[config.mk]
export PLATFORM = sky130hd
export DESIGN_NAME = proj_qsys_memory_arbiter_flat
export DESIGN_NICKNAME = d
export VERILOG_FILES = /design/src/rtl/proj_qsys_memory_arbiter_if.sv /design/src/rtl/proj_qsys_memory_arbiter.sv /design/src/flat_wrapper.sv
export SDC_FILE = /design/constraint.sdc
export NUM_CORES = 1
export LEC_CHECK = 0
export ABC_CLOCK_PERIOD_IN_PS = 5200
export CORE_AREA = 2 2 97 99
export CTS_CLUSTER_SIZE = 20
export DETAILED_ROUTE_END_ITERATION = 6
export DIE_AREA = 0 0 99 101
export PLACE_DENSITY_LB_ADDON = 0.15
export SYNTH_ARGS = -nofsm -noshare
export SYNTH_HDL_FRONTEND = slang
export SYNTH_SLANG_ARGS = --single-unit
[constraint.sdc]
create_clock -name clk -period 5.2 [get_ports clk]
set_clock_uncertainty 0.2 [all_clocks]
set_input_delay 1.04 -clock clk [delete_from_list [all_inputs] [get_ports clk]]
set_output_delay 1.04 -clock clk [all_outputs]
set_load 0.05 [all_outputs]
[src/rtl/proj_qsys_memory_arbiter_if.sv]
// ============================================================================
// Module   : proj_qsys_memory_arbiter_if
// Purpose  : Bus bundle for the two-requester shared-memory arbiter.
//            Carries both requester command/response channels and the
//            muxed memory-side port.
//            slave  modport: the arbiter.
//            master modport: the requesters and memory.
// Revision : 1.0  initial release
// ============================================================================
`default_nettype none

interface proj_qsys_memory_arbiter_if #(
  parameter int ADDR_W = 11,
  parameter int DATA_W = 32
);
  // Requester 0
  logic [ADDR_W-1:0]   m0_address;
  logic [DATA_W/8-1:0] m0_byteenable;
  logic                m0_read;
  logic                m0_write;
  logic [DATA_W-1:0]   m0_writedata;
  logic                m0_waitrequest;
  logic [DATA_W-1:0]   m0_readdata;
  logic                m0_readdatavalid;
  // Requester 1
  logic [ADDR_W-1:0]   m1_address;
  logic [DATA_W/8-1:0] m1_byteenable;
  logic                m1_read;
  logic                m1_write;
  logic [DATA_W-1:0]   m1_writedata;
  logic                m1_waitrequest;
  logic [DATA_W-1:0]   m1_readdata;
  logic                m1_readdatavalid;
  // Shared memory port
  logic [ADDR_W-1:0]   mem_address;
  logic [DATA_W/8-1:0] mem_byteenable;
  logic [DATA_W-1:0]   mem_writedata;
  logic                mem_chipselect;
  logic                mem_write;
  logic                mem_clken;
  logic [DATA_W-1:0]   mem_readdata;

  modport slave (
    input  m0_address, m0_byteenable, m0_read, m0_write, m0_writedata,
    output m0_waitrequest, m0_readdata, m0_readdatavalid,
    input  m1_address, m1_byteenable, m1_read, m1_write, m1_writedata,
    output m1_waitrequest, m1_readdata, m1_readdatavalid,
    output mem_address, mem_byteenable, mem_writedata,
    output mem_chipselect, mem_write, mem_clken,
    input  mem_readdata
  );

  modport master (
    output m0_address, m0_byteenable, m0_read, m0_write, m0_writedata,
    input  m0_waitrequest, m0_readdata, m0_readdatavalid,
    output m1_address, m1_byteenable, m1_read, m1_write, m1_writedata,
    input  m1_waitrequest, m1_readdata, m1_readdatavalid,
    input  mem_address, mem_byteenable, mem_writedata,
    input  mem_chipselect, mem_write, mem_clken,
    output mem_readdata
  );
endinterface

`default_nettype wire

[src/rtl/proj_qsys_memory_arbiter.sv]
// ============================================================================
// Module   : proj_qsys_memory_arbiter
// Purpose  : Two-requester arbiter in front of a single-port on-chip memory
//            with one-cycle read latency. Combinational round-robin grant,
//            hold counter to bound consecutive grants under contention,
//            registered issuer tag to steer read data back.
// Options  : PROJ_QSYS_MEMARB_FIXED_PRIORITY_EN - m0 always wins contention;
//            the hold counter still guarantees m1 a slot.
// Revision : 1.0  initial release
// ============================================================================
`default_nettype none

module proj_qsys_memory_arbiter #(
  parameter int ADDR_W   = 11,
  parameter int DATA_W   = 32,
  parameter int MAX_HOLD = 4
) (
  input wire clk,
  input wire reset,
  proj_qsys_memory_arbiter_if.slave bus
);

  localparam int            BE_W     = DATA_W / 8;
  localparam logic [3:0]    HOLD_LIM = 4'(MAX_HOLD);

  // Arbitration state: priority pointer, last winner, run-length counter
  logic       ptr_q,   ptr_d;
  logic       last_q,  last_d;
  logic [3:0] hold_q,  hold_d;
  // Read return tracking: issuer tag and valid flag
  logic       rd_tag_q,   rd_tag_d;
  logic       rd_valid_q, rd_valid_d;

  logic              req0, req1;
  logic              grant;
  logic              winner;      // 0 = m0, 1 = m1
  logic              sel_read;
  logic              sel_write;
  logic [ADDR_W-1:0] sel_address;
  logic [BE_W-1:0]   sel_byteenable;
  logic [DATA_W-1:0] sel_writedata;

  // Grant decision and next-state computation
  always_comb begin
    req0       = bus.m0_read | bus.m0_write;
    req1       = bus.m1_read | bus.m1_write;
    grant      = 1'b0;
    winner     = 1'b0;
    ptr_d      = ptr_q;
    last_d     = last_q;
    hold_d     = 4'd0;
    rd_tag_d   = rd_tag_q;
    rd_valid_d = 1'b0;

    if (!reset) begin
      if (req0 && req1) begin
        grant = 1'b1;
        // A full run forces the other requester in, whatever the pointer says
        if (hold_q >= HOLD_LIM) winner = ~last_q;
        else                    winner = ptr_q;
      end else if (req0) begin
        grant  = 1'b1;
        winner = 1'b0;
      end else if (req1) begin
        grant  = 1'b1;
        winner = 1'b1;
      end
    end

    sel_read       = winner ? bus.m1_read       : bus.m0_read;
    sel_write      = winner ? bus.m1_write      : bus.m0_write;
    sel_address    = winner ? bus.m1_address    : bus.m0_address;
    sel_byteenable = winner ? bus.m1_byteenable : bus.m0_byteenable;
    sel_writedata  = winner ? bus.m1_writedata  : bus.m0_writedata;

    if (grant) begin
`ifdef PROJ_QSYS_MEMARB_FIXED_PRIORITY_EN
      ptr_d = 1'b0;
`else
      ptr_d = ~winner;
`endif
      last_d = winner;
      // Counter holds the length of the current run under contention; a
      // switch starts a new run of length one.
      if (req0 && req1) hold_d = (winner == last_q) ? hold_q + 4'd1 : 4'd1;
      rd_tag_d   = winner;
      rd_valid_d = sel_read;
    end
  end

  // State register with synchronous reset
  always_ff @(posedge clk) begin
    if (reset) begin
      ptr_q      <= 1'b0;
      last_q     <= 1'b0;
      hold_q     <= 4'd0;
      rd_tag_q   <= 1'b0;
      rd_valid_q <= 1'b0;
    end else begin
      ptr_q      <= ptr_d;
      last_q     <= last_d;
      hold_q     <= hold_d;
      rd_tag_q   <= rd_tag_d;
      rd_valid_q <= rd_valid_d;
    end
  end

  // Memory-side command mux
  assign bus.mem_address    = sel_address;
  assign bus.mem_byteenable = sel_byteenable;
  assign bus.mem_writedata  = sel_writedata;
  assign bus.mem_chipselect = grant;
  assign bus.mem_write      = grant & sel_write;
  assign bus.mem_clken      = ~reset;

  // Requester responses; read data is an unregistered fan-out of memory data
  assign bus.m0_waitrequest   = ~(grant & ~winner);
  assign bus.m1_waitrequest   = ~(grant &  winner);
  assign bus.m0_readdata      = bus.mem_readdata;
  assign bus.m1_readdata      = bus.mem_readdata;
  assign bus.m0_readdatavalid = rd_valid_q & ~rd_tag_q;
  assign bus.m1_readdatavalid = rd_valid_q &  rd_tag_q;

endmodule

`default_nettype wire

[src/flat_wrapper.sv]
// flat-port wrapper written by rule: the top's interface ports become plain ports
module proj_qsys_memory_arbiter_flat 
#(
  parameter int ADDR_W   = 11,
  parameter int DATA_W   = 32,
  parameter int MAX_HOLD = 4
)
  (clk, reset, bus_m0_address, bus_m0_byteenable, bus_m0_read, bus_m0_write, bus_m0_writedata, bus_m0_waitrequest, bus_m0_readdata, bus_m0_readdatavalid, bus_m1_address, bus_m1_byteenable, bus_m1_read, bus_m1_write, bus_m1_writedata, bus_m1_waitrequest, bus_m1_readdata, bus_m1_readdatavalid, bus_mem_address, bus_mem_byteenable, bus_mem_writedata, bus_mem_chipselect, bus_mem_write, bus_mem_clken, bus_mem_readdata);
  proj_qsys_memory_arbiter_if #(.ADDR_W(ADDR_W), .DATA_W(DATA_W)) bus_i ();
  input wire clk;
  input wire reset;
  input wire logic [$bits(bus_i.m0_address)-1:0] bus_m0_address;
  input wire logic [$bits(bus_i.m0_byteenable)-1:0] bus_m0_byteenable;
  input wire logic [$bits(bus_i.m0_read)-1:0] bus_m0_read;
  input wire logic [$bits(bus_i.m0_write)-1:0] bus_m0_write;
  input wire logic [$bits(bus_i.m0_writedata)-1:0] bus_m0_writedata;
  output wire logic [$bits(bus_i.m0_waitrequest)-1:0] bus_m0_waitrequest;
  output wire logic [$bits(bus_i.m0_readdata)-1:0] bus_m0_readdata;
  output wire logic [$bits(bus_i.m0_readdatavalid)-1:0] bus_m0_readdatavalid;
  input wire logic [$bits(bus_i.m1_address)-1:0] bus_m1_address;
  input wire logic [$bits(bus_i.m1_byteenable)-1:0] bus_m1_byteenable;
  input wire logic [$bits(bus_i.m1_read)-1:0] bus_m1_read;
  input wire logic [$bits(bus_i.m1_write)-1:0] bus_m1_write;
  input wire logic [$bits(bus_i.m1_writedata)-1:0] bus_m1_writedata;
  output wire logic [$bits(bus_i.m1_waitrequest)-1:0] bus_m1_waitrequest;
  output wire logic [$bits(bus_i.m1_readdata)-1:0] bus_m1_readdata;
  output wire logic [$bits(bus_i.m1_readdatavalid)-1:0] bus_m1_readdatavalid;
  output wire logic [$bits(bus_i.mem_address)-1:0] bus_mem_address;
  output wire logic [$bits(bus_i.mem_byteenable)-1:0] bus_mem_byteenable;
  output wire logic [$bits(bus_i.mem_writedata)-1:0] bus_mem_writedata;
  output wire logic [$bits(bus_i.mem_chipselect)-1:0] bus_mem_chipselect;
  output wire logic [$bits(bus_i.mem_write)-1:0] bus_mem_write;
  output wire logic [$bits(bus_i.mem_clken)-1:0] bus_mem_clken;
  input wire logic [$bits(bus_i.mem_readdata)-1:0] bus_mem_readdata;
  assign bus_i.m0_address = bus_m0_address;
  assign bus_i.m0_byteenable = bus_m0_byteenable;
  assign bus_i.m0_read = bus_m0_read;
  assign bus_i.m0_write = bus_m0_write;
  assign bus_i.m0_writedata = bus_m0_writedata;
  assign bus_m0_waitrequest = bus_i.m0_waitrequest;
  assign bus_m0_readdata = bus_i.m0_readdata;
  assign bus_m0_readdatavalid = bus_i.m0_readdatavalid;
  assign bus_i.m1_address = bus_m1_address;
  assign bus_i.m1_byteenable = bus_m1_byteenable;
  assign bus_i.m1_read = bus_m1_read;
  assign bus_i.m1_write = bus_m1_write;
  assign bus_i.m1_writedata = bus_m1_writedata;
  assign bus_m1_waitrequest = bus_i.m1_waitrequest;
  assign bus_m1_readdata = bus_i.m1_readdata;
  assign bus_m1_readdatavalid = bus_i.m1_readdatavalid;
  assign bus_mem_address = bus_i.mem_address;
  assign bus_mem_byteenable = bus_i.mem_byteenable;
  assign bus_mem_writedata = bus_i.mem_writedata;
  assign bus_mem_chipselect = bus_i.mem_chipselect;
  assign bus_mem_write = bus_i.mem_write;
  assign bus_mem_clken = bus_i.mem_clken;
  assign bus_i.mem_readdata = bus_mem_readdata;
  proj_qsys_memory_arbiter #(.ADDR_W(ADDR_W), .DATA_W(DATA_W), .MAX_HOLD(MAX_HOLD)) u_core (.clk(clk), .reset(reset), .bus(bus_i));
endmodule
==> flow_summary.yaml, run 1 <==
synthesis:
  synthSimpleGateAreaFrac: 0.05763
  yosysWarnings: 0
  synth_area_mm2: 0.001476
  synth_compound_gate_area_share: 0.08051
  synthCells: 160
  muxShareOfSynthArea: 0.3788
  syn_area_per_cell_um2: 9.228
  yosys.area_share.adder: 0.008475
  synth-seq-cells: 7
  synth_cell_types: 25
  synth_xor_area_frac: 0.005932
  synth_seq_area_share: 0.09492
  syn-num-nets: 293
  synth_top_family_by_area: "multiplexers"
timing:
  maxSlewHeadroom: 0.6100
  setup_ws_ns: 0.4955
  setup_tns_ns: 0
  finalCriticalPeriod_ns: 4.704
  hold_viol_final: 0
  finalSetupViolations: 0
  final_max_slew_viol_count: 0
  fin_crit_sh: 0.9047
  fmax_mhz: 212.6
  rsz0062_at_grt: "no"
  tightest_slew_ns: 0.5832
layout:
  drive_above_1_share: 0.3373
  final_nets: 383
  n_antenna_cell: 0
  layout_common_cells: "clkdlybuf4s50_1 (125), mux2_2 (39), buf_4 (28)"
  final_common_cell: "clkdlybuf4s50_1"
  layout.cell_area.non_filler_mm2: 0.002613
  post-route-util: 0.2910
  syn_to_final_growth_pct: 76.95
setup_path:
  crit_path_top_delay_cell: "clkdlybuf4s50_1"
  critPathMaxStageDelay_ns: 0.70
  crit_path_end_kind: "output port"
  r2r_slack_ns: 3.50
  cp_data_required_time_ns: 3.96
  cp.arrival_ns: 3.46
  crit_type: "input pin to output port"
  cpLargestDelayFamily: "buffers and inverters"
  critical_path.max_fanout: 49
  cp_cell_sequence: "clkdlybuf4s50_1, or2_2, a31oi_4, buf_12, mux2_2, clkdlybuf4s50_1"
  crit_path_start_kind: "input pin"
  worst-path-buf-inv: 3
  crit_top_cell: "clkdlybuf4s50_1"
clock_network:
  clock_latency_ns: 0.22
  ctsHtreeMaxLevel: 1
  cts_hold_buf: 0
  cts.clk_slew.worst_paths_ns: 0.04
  cts.repair.resized: 0
  root_buffer: "clkbuf_8"
  ctsLongestPathBuffers: 2
  cts_inserted_buffers: 3
  cts_tree: "done"
  cts_sinks: 7
  postCtsSetupBuffers: 0
grt:
  antenna_found_initial: 0
  grt_max_degree: 50
  grt_pass1_wl_um: 6906
  grt_pass1_vias: 1407
  grt-ovfl-total: 0
  grt_usage: 0.08508
pwr:
  switching_power_mw: 0.2141
  pwr-share-clk: 0.153
  internal-power_mw: 0.2729
  vdd_drop_max_v: 0.00009886
  power_frac_seq: 0.122
  p_leak_nw: 1.027
  swShare: 0.4397
  power_density_mw_per_mm2: 186.4
  p_comb_frac: 0.725
place:
  dp_hpwl_um: 4218
  gp_congestion: 0.7006
  io_buffers: 153
  pre_cts_ws_ns: 0.4913
  dpl_cell_area_mm2: 0.002567
floorplanning:
  die_w_um: 99
  die-area_mm2: 0.009999
  io_pins: 250
  initial_core_util: 0.1645
  die_h_um: 101
  row_count: 35
  fp.coreArea_mm2: 0.008977
detailed_routing:
  wire_per_inst_um: 13.97
  routed_wl_um: 5029
  ant_nets: 0
  dr.pass1.iters: 3
  vias: 1388
  initialDrtViolationCount: 6
  drc: 0
  routed_via_density: 3.856
hold_path:
  hold_class: "register to register"
outcome:
  status: "completed"
run:
  drv_cap: 0
[per-layer routing]
layer | GRT usage | vias to the layer above | wire length, um
li1 | - | 658 | -
met1 | 0.09159 | 595 | 1699
met2 | 0.1486 | 108 | 2453
met3 | 0.03467 | 27 | 730
met4 | 0.03372 | 0 | 146
met5 | 0 | - | 0
[cell usage after synthesis]
cell	number	share of area
o21a_1	1	0.0051
xor2_1	1	0.0059
ha_1	1	0.0085
or2_2	1	0.0042
nor2b_1	1	0.0042
o21bai_1	4	0.020
nand2_1	3	0.0076
nor4b_1	1	0.0059
buf_8	1	0.010
buf_6	1	0.0076
mux2_4	8	0.081
dfxtp_1	7	0.095
a31oi_1	2	0.0085
mux2_2	39	0.30
a31oi_4	1	0.014
nor3_1	1	0.0034
conb_1	1	0.0025
o221a_2	2	0.015
or3b_4	1	0.0076
buf_4	67	0.34
a211oi_1	2	0.010
inv_1	5	0.013
nor2_1	3	0.0076
a21oi_1	2	0.0068
and2_1	4	0.017
[power by group through the flow]
stage	Combinational (mW)	Clock (mW)	Sequential, mW
final	0.353	0.0744	0.0595
after global routing	0.369	0.0804	0.0598
after CTS	0.358	0.0774	0.0595
after detailed placement	0.356	0	0.0604
after global placement	0.356	0	0.0603
after floorplan	0.344	0	0.0596
[final cells by class]
type                            count  area [um2]
Sequential cell                     7       140.1
Clock buffer                        4       45.04
Timing Repair Buffer              154        1481
Fill cell                         962        6365
Inverter                            5       18.77
Multi-Input combinational cell     79       788.3
Tap cell                          111       138.9
[path summary, 6_finish.rpt]
path                            cells after the start        startpoint                    to
worst min-delay path                                1  u_core.hold_q[0]      u_core.hold_q[0]
worst max-delay path                                6      bus_m0_write  bus_mem_writedata[3]
worst max register to register                      4      u_core.ptr_q          u_core.ptr_q
worst min register to register                      1  u_core.hold_q[0]      u_core.hold_q[0]
[kinds of logic after synthesis]
kind of cell | after synthesis
XOR/XNOR | 1
AND/OR/NAND/NOR | 15
other | 1
multiplexers | 47
flip-flops | 7
buffers and inverters | 74
AO/OA/AOI/OAI | 14
adder cells (fa/ha/maj) | 1
[registers in the layout, summed over array words and instances, names as in the netlist]
register           cells
u_core.ptr_q           1
u_core.hold_q          4
u_core.rd_valid_q      1
u_core.rd_tag_q        1
[stage by stage]
step / cells / total power, mW / hold WS [ns]
global route: 360 / 0.5094 / 0.2683
detailed placement: 356 / 0.4165 / 0.2576
finish: 360 / 0.4870 / 0.2553
CTS: 360 / 0.4949 / 0.2629
global placement: 356 / 0.4165 / 0.2510
floorplan: 160 / 0.4039 / 0.2244
(Power assumes the default switching activity.)
==> run 2: changes to the inputs <==
- RECOVER_POWER: not set -> 100
- TNS_END_PERCENT: not set -> 50
==> run 2 against run 1 <==
Against the previous run: die area stayed put; sequential share of layout area grew 0.22 points; wire length down 0.56%; utilization down 1.2 points; clock power is essentially flat; design area is 4.0% lower; combinational power fell by 7.1%; critical path depth is the same; non-clock buffer count stayed put; worst hold slack better by 0.00052 ns; count of clock-buffer cells in the layout unchanged.
==> flow_summary.yaml, run 2 (same netlist as run 1, synthesis figures left out) <==
setup_path:
  rr_startpoint: "u_core.ptr_q"
  cp-startpoint: "bus_m0_write"
  crit_path_start_kind: "input pin"
  crit_path_end_kind: "output port"
  crit_type: "input pin to output port"
  cp_data_required_time_ns: 3.96
  critical_path.max_fanout: 49
  cp.arrival_ns: 3.65
timing:
  maxSlewHeadroom: 0.5604
  finalSetupViolations: 0
  setup_tns_ns: 0
  hold_viol_final: 0
  fin_crit_sh: 0.9404
  rsz0062_at_grt: "no"
  fmax_mhz: 204.5
  tightest_slew_ns: 0.6622
  final_max_slew_viol_count: 0
  finalCriticalPeriod_ns: 4.890
pwr:
  p_leak_nw: 0.9326
  vdd_drop_max_v: 0.00009860
  swShare: 0.4612
  internal-power_mw: 0.2487
  pwr-share-clk: 0.161
  p_comb_frac: 0.710
  power_density_mw_per_mm2: 184.1
  power_frac_seq: 0.129
  switching_power_mw: 0.2129
detailed_routing:
  ant_nets: 0
  routed_wl_um: 5001
  dr.pass1.iters: 3
  initialDrtViolationCount: 6
  routed_via_density: 3.861
  drc: 0
  vias: 1390
  wire_per_inst_um: 13.89
clock_network:
  cts.clk_slew.worst_paths_ns: 0.04
  root_buffer: "clkbuf_8"
  cts_hold_buf: 0
  postCtsSetupBuffers: 0
  cts.repair.resized: 0
  cts_inserted_buffers: 3
  cts_sinks: 7
  cts_tree: "done"
  ctsLongestPathBuffers: 2
  clock_latency_ns: 0.22
  ctsHtreeMaxLevel: 1
floorplanning:
  io_pins: 250
  fp.coreArea_mm2: 0.008977
  die_h_um: 101
  row_count: 35
  die-area_mm2: 0.009999
  die_w_um: 99
  initial_core_util: 0.1645
layout:
  final_common_cell: "clkdlybuf4s50_1"
  layout.cell_area.non_filler_mm2: 0.002507
  largest_register_ffs: 4
  n_antenna_cell: 0
  drive_above_1_share: 0.2249
  final_nets: 383
  layout_common_cells: "clkdlybuf4s50_1 (97), mux2_2 (39), clkbuf_1 (29)"
  nFillCells: 983
  syn_to_final_growth_pct: 69.83
  largest-register: "u_core.hold_q"
hold_path:
  hold_start: "u_core.hold_q[0]"
  hold_class: "register to register"
place:
  io_buffers: 153
  gp_congestion: 0.7006
  dpl_cell_area_mm2: 0.002567
  dp_hpwl_um: 4218
run:
  drv_cap: 0
grt:
  grt_pass1_vias: 1407
  grt_max_degree: 50
  grt_usage: 0.08508
  grt-ovfl-total: 0
  grt_pass1_wl_um: 6906
  antenna_found_initial: 0
outcome:
  status: "completed"
## run 2: cell count changes in the layout (fill, tap and decap cells not counted)
cell             delta
clkdlybuf4s50_1    -28
buf_4              -28
and2_1              -2
dlygate4sd3_1      +28
clkbuf_1           +28
and2_0              +2
## run 2: power groups by stage
| stage | Combinational, mW | Clock, mW | Sequential (mW) |
|---|---|---|---|
| floorplan | 0.344 | 0 | 0.0596 |
| finish | 0.328 | 0.0744 | 0.0595 |
| detailed placement | 0.356 | 0 | 0.0604 |
| CTS | 0.358 | 0.0774 | 0.0595 |
| global placement | 0.356 | 0 | 0.0603 |
| global route | 0.344 | 0.0804 | 0.0598 |
## run 2: layout make-up
class	count	area (um2)	share of cell area
tap	111	138.9	0.05539
sequential	7	140.1	0.05589
clock buffer	4	45.04	0.01796
timing repair buffer	154	1376	0.5489
multi-input combinational	79	788.3	0.3144
inverter	5	18.77	0.007485
## run 2: final timing paths
path                               end  slack [ns]  cells after the start
hold reg to reg       u_core.hold_q[0]        0.26                      1
setup reg to reg          u_core.ptr_q        3.50                      4
setup / recovery  bus_mem_writedata[3]        0.31                      6
hold / removal        u_core.hold_q[0]        0.26                      1
## run 2: worst max-delay path, stage by stage
cell           delay (ns)
dlygate4sd3_1        0.60
or2_2                0.36
a31oi_4              0.16
buf_12               0.28
mux2_2               0.39
dlygate4sd3_1        0.76
## run 2: through the flow
step	std cells	power [mW]	util	worst slack (ns)	hold slack, ns
global route	360	0.4837	0.2793	0.2386	0.2683
CTS	360	0.4949	0.2910	0.4888	0.2629
finish	360	0.4616	0.2793	0.3099	0.2559
global placement	356	0.4165	0.2860	0.5042	0.2510
floorplan	160	0.4039	-	1.727	0.2244
detailed placement	356	0.4165	0.2860	0.4913	0.2576
## run 2: routing by layer
layer,global-route usage,vias to the layer above,share of wire
met3,0.03467,27,0.15
li1,-,658,-
met4,0.03372,0,0.029
met5,0,-,0
met1,0.09159,597,0.33
met2,0.1486,108,0.49
==> run 3: changes to the inputs <==
- REMOVE_ABC_BUFFERS: not set -> 1
==> run 3 against run 2 <==
Against the previous run: fmax is 0.14% lower; count of clock-buffer cells in the layout stayed put; design area is 0.65% higher; combinational power is 2% higher; global-route usage is 5.5 points higher; first-iteration DRC count grew to 4.7 times the previous value; total power is 2.1% higher; sequential power hardly changed; clock power is 2.8% higher; flip-flop and latch count stayed put; critical endpoint is now bus_mem_writedata[20]; highest routed layer is now met5.
==> flow_summary.yaml, run 3 (same netlist as run 1, synthesis figures left out) <==
timing:
  setup_tns_ns: 0
  hold_viol_final: 0
  fmax_mhz: 204.2
  rsz0062_at_grt: "no"
  finalSetupViolations: 0
  hold_slack_ns: 0.2724
  finalCriticalPeriod_ns: 4.897
  final_max_slew_viol_count: 0
  tightest_slew_ns: 0.6569
  setup_ws_ns: 0.3032
  maxSlewHeadroom: 0.5640
  fin_crit_sh: 0.9417
floorplanning:
  io_pins: 250
  row_count: 35
  die_w_um: 99
  die_h_um: 101
  fp.coreArea_mm2: 0.008977
  die-area_mm2: 0.009999
  initial_core_util: 0.1645
layout:
  n_antenna_cell: 0
  syn_to_final_growth_pct: 70.93
  final_common_cell: "clkdlybuf4s50_1"
  drive_above_1_share: 0.3520
  post-route-util: 0.2811
  final_nets: 384
  largest-register: "u_core.hold_q"
  largest_register_ffs: 4
  multi_input_area_um2: 788.3
  layout_common_cells: "clkdlybuf4s50_1 (97), mux2_2 (39), clkbuf_2 (28)"
  ff_latch_area_um2: 140.1
  nFillCells: 940
  instances_no_fill: 361
  layout.cell_area.non_filler_mm2: 0.002524
pwr:
  p_leak_nw: 1.014
  power_density_mw_per_mm2: 186.7
  vdd_drop_max_v: 0.00006389
  p_total_mw: 0.4711
clock_network:
  cts_inserted_buffers: 3
  cts_sinks: 7
  clock_latency_ns: 0.23
  cts_tree: "done"
  postCtsSetupBuffers: 0
  ctsLongestPathBuffers: 2
  root_buffer: "clkbuf_8"
  cts_hold_buf: 0
  cts.repair.resized: 0
  cts.clk_slew.worst_paths_ns: 0.04
  ctsHtreeMaxLevel: 1
detailed_routing:
  initialDrtViolationCount: 28
  vias: 1485
  routed_via_density: 4.114
  routed_wl_um: 7662
  wire_per_inst_um: 21.22
  dr.pass1.iters: 6
  ant_nets: 0
  drc: 0
place:
  dpl_cell_area_mm2: 0.002560
  gp_congestion: 0.7286
  dp_cells: 357
  io_buffers: 153
  dp_hpwl_um: 6776
  pre_cts_ws_ns: 0.4527
outcome:
  status: "completed"
setup_path:
  crit_path_end_kind: "output port"
  cp-startpoint: "bus_m0_write"
  ff2ff_path_depth: 3
  crit_path_start_kind: "input pin"
  cp.arrival_ns: 3.66
  cp_data_required_time_ns: 3.96
  crit_type: "input pin to output port"
  critical_path.max_fanout: 15
  rr_startpoint: "u_core.ptr_q"
hold_path:
  worstHoldPathCells: 1
  hold_class: "register to register"
  hold_start: "u_core.hold_q[0]"
grt:
  grt_pass1_wl_um: 10180
  antenna_found_initial: 0
  grt_pass1_vias: 1535
  grt_usage: 0.1397
  grt_max_degree: 30
  grt-ovfl-total: 0
run:
  drv_cap: 0
==> run 3: changes by cell type in the layout (fill, tap and decap cells not counted), sizes merged <==
cell         before  now
dlygate4sd3      28   22
buf               1    5
clkbuf           32   35
==> run 3: where the power goes <==
| group | total, mW | internal [mW] | switching, mW |
|---|---|---|---|
| Sequential | 0.0595 | 0.0570 | 0.00249 |
| Clock | 0.0765 | 0.0530 | 0.0235 |
| Combinational | 0.335 | 0.143 | 0.192 |
==> run 3: layout make-up <==
type	instances	area share
timing repair buffer	155	0.5518
multi-input combinational	79	0.3123
sequential	7	0.05553
tap	111	0.05503
clock buffer	4	0.01785
inverter	5	0.007437
==> run 3: worst paths after layout <==
path                           end  slack, ns
max reg2reg           u_core.ptr_q       3.42
min               u_core.hold_q[0]       0.27
max          bus_mem_writedata[20]       0.30
min reg2reg       u_core.hold_q[0]       0.27
==> run 3: per-layer routing <==
layer  part of all wire  routed length [um]  track usage  up-vias
li1                   -                   -            -      661
met1               0.38                2898       0.1568      666
met4             0.0030                  23     0.008430        4
met3               0.18                1402       0.1387        6
met5              0.012                  90       0.1128        -
met2               0.42                3247       0.1866      148
==> run 3: critical path, cell delays in order <==
cell,delay [ns]
dlygate4sd3_1,0.62
or2_2,0.37
a31oi_4,0.46
mux2_2,0.39
dlygate4sd3_1,0.77
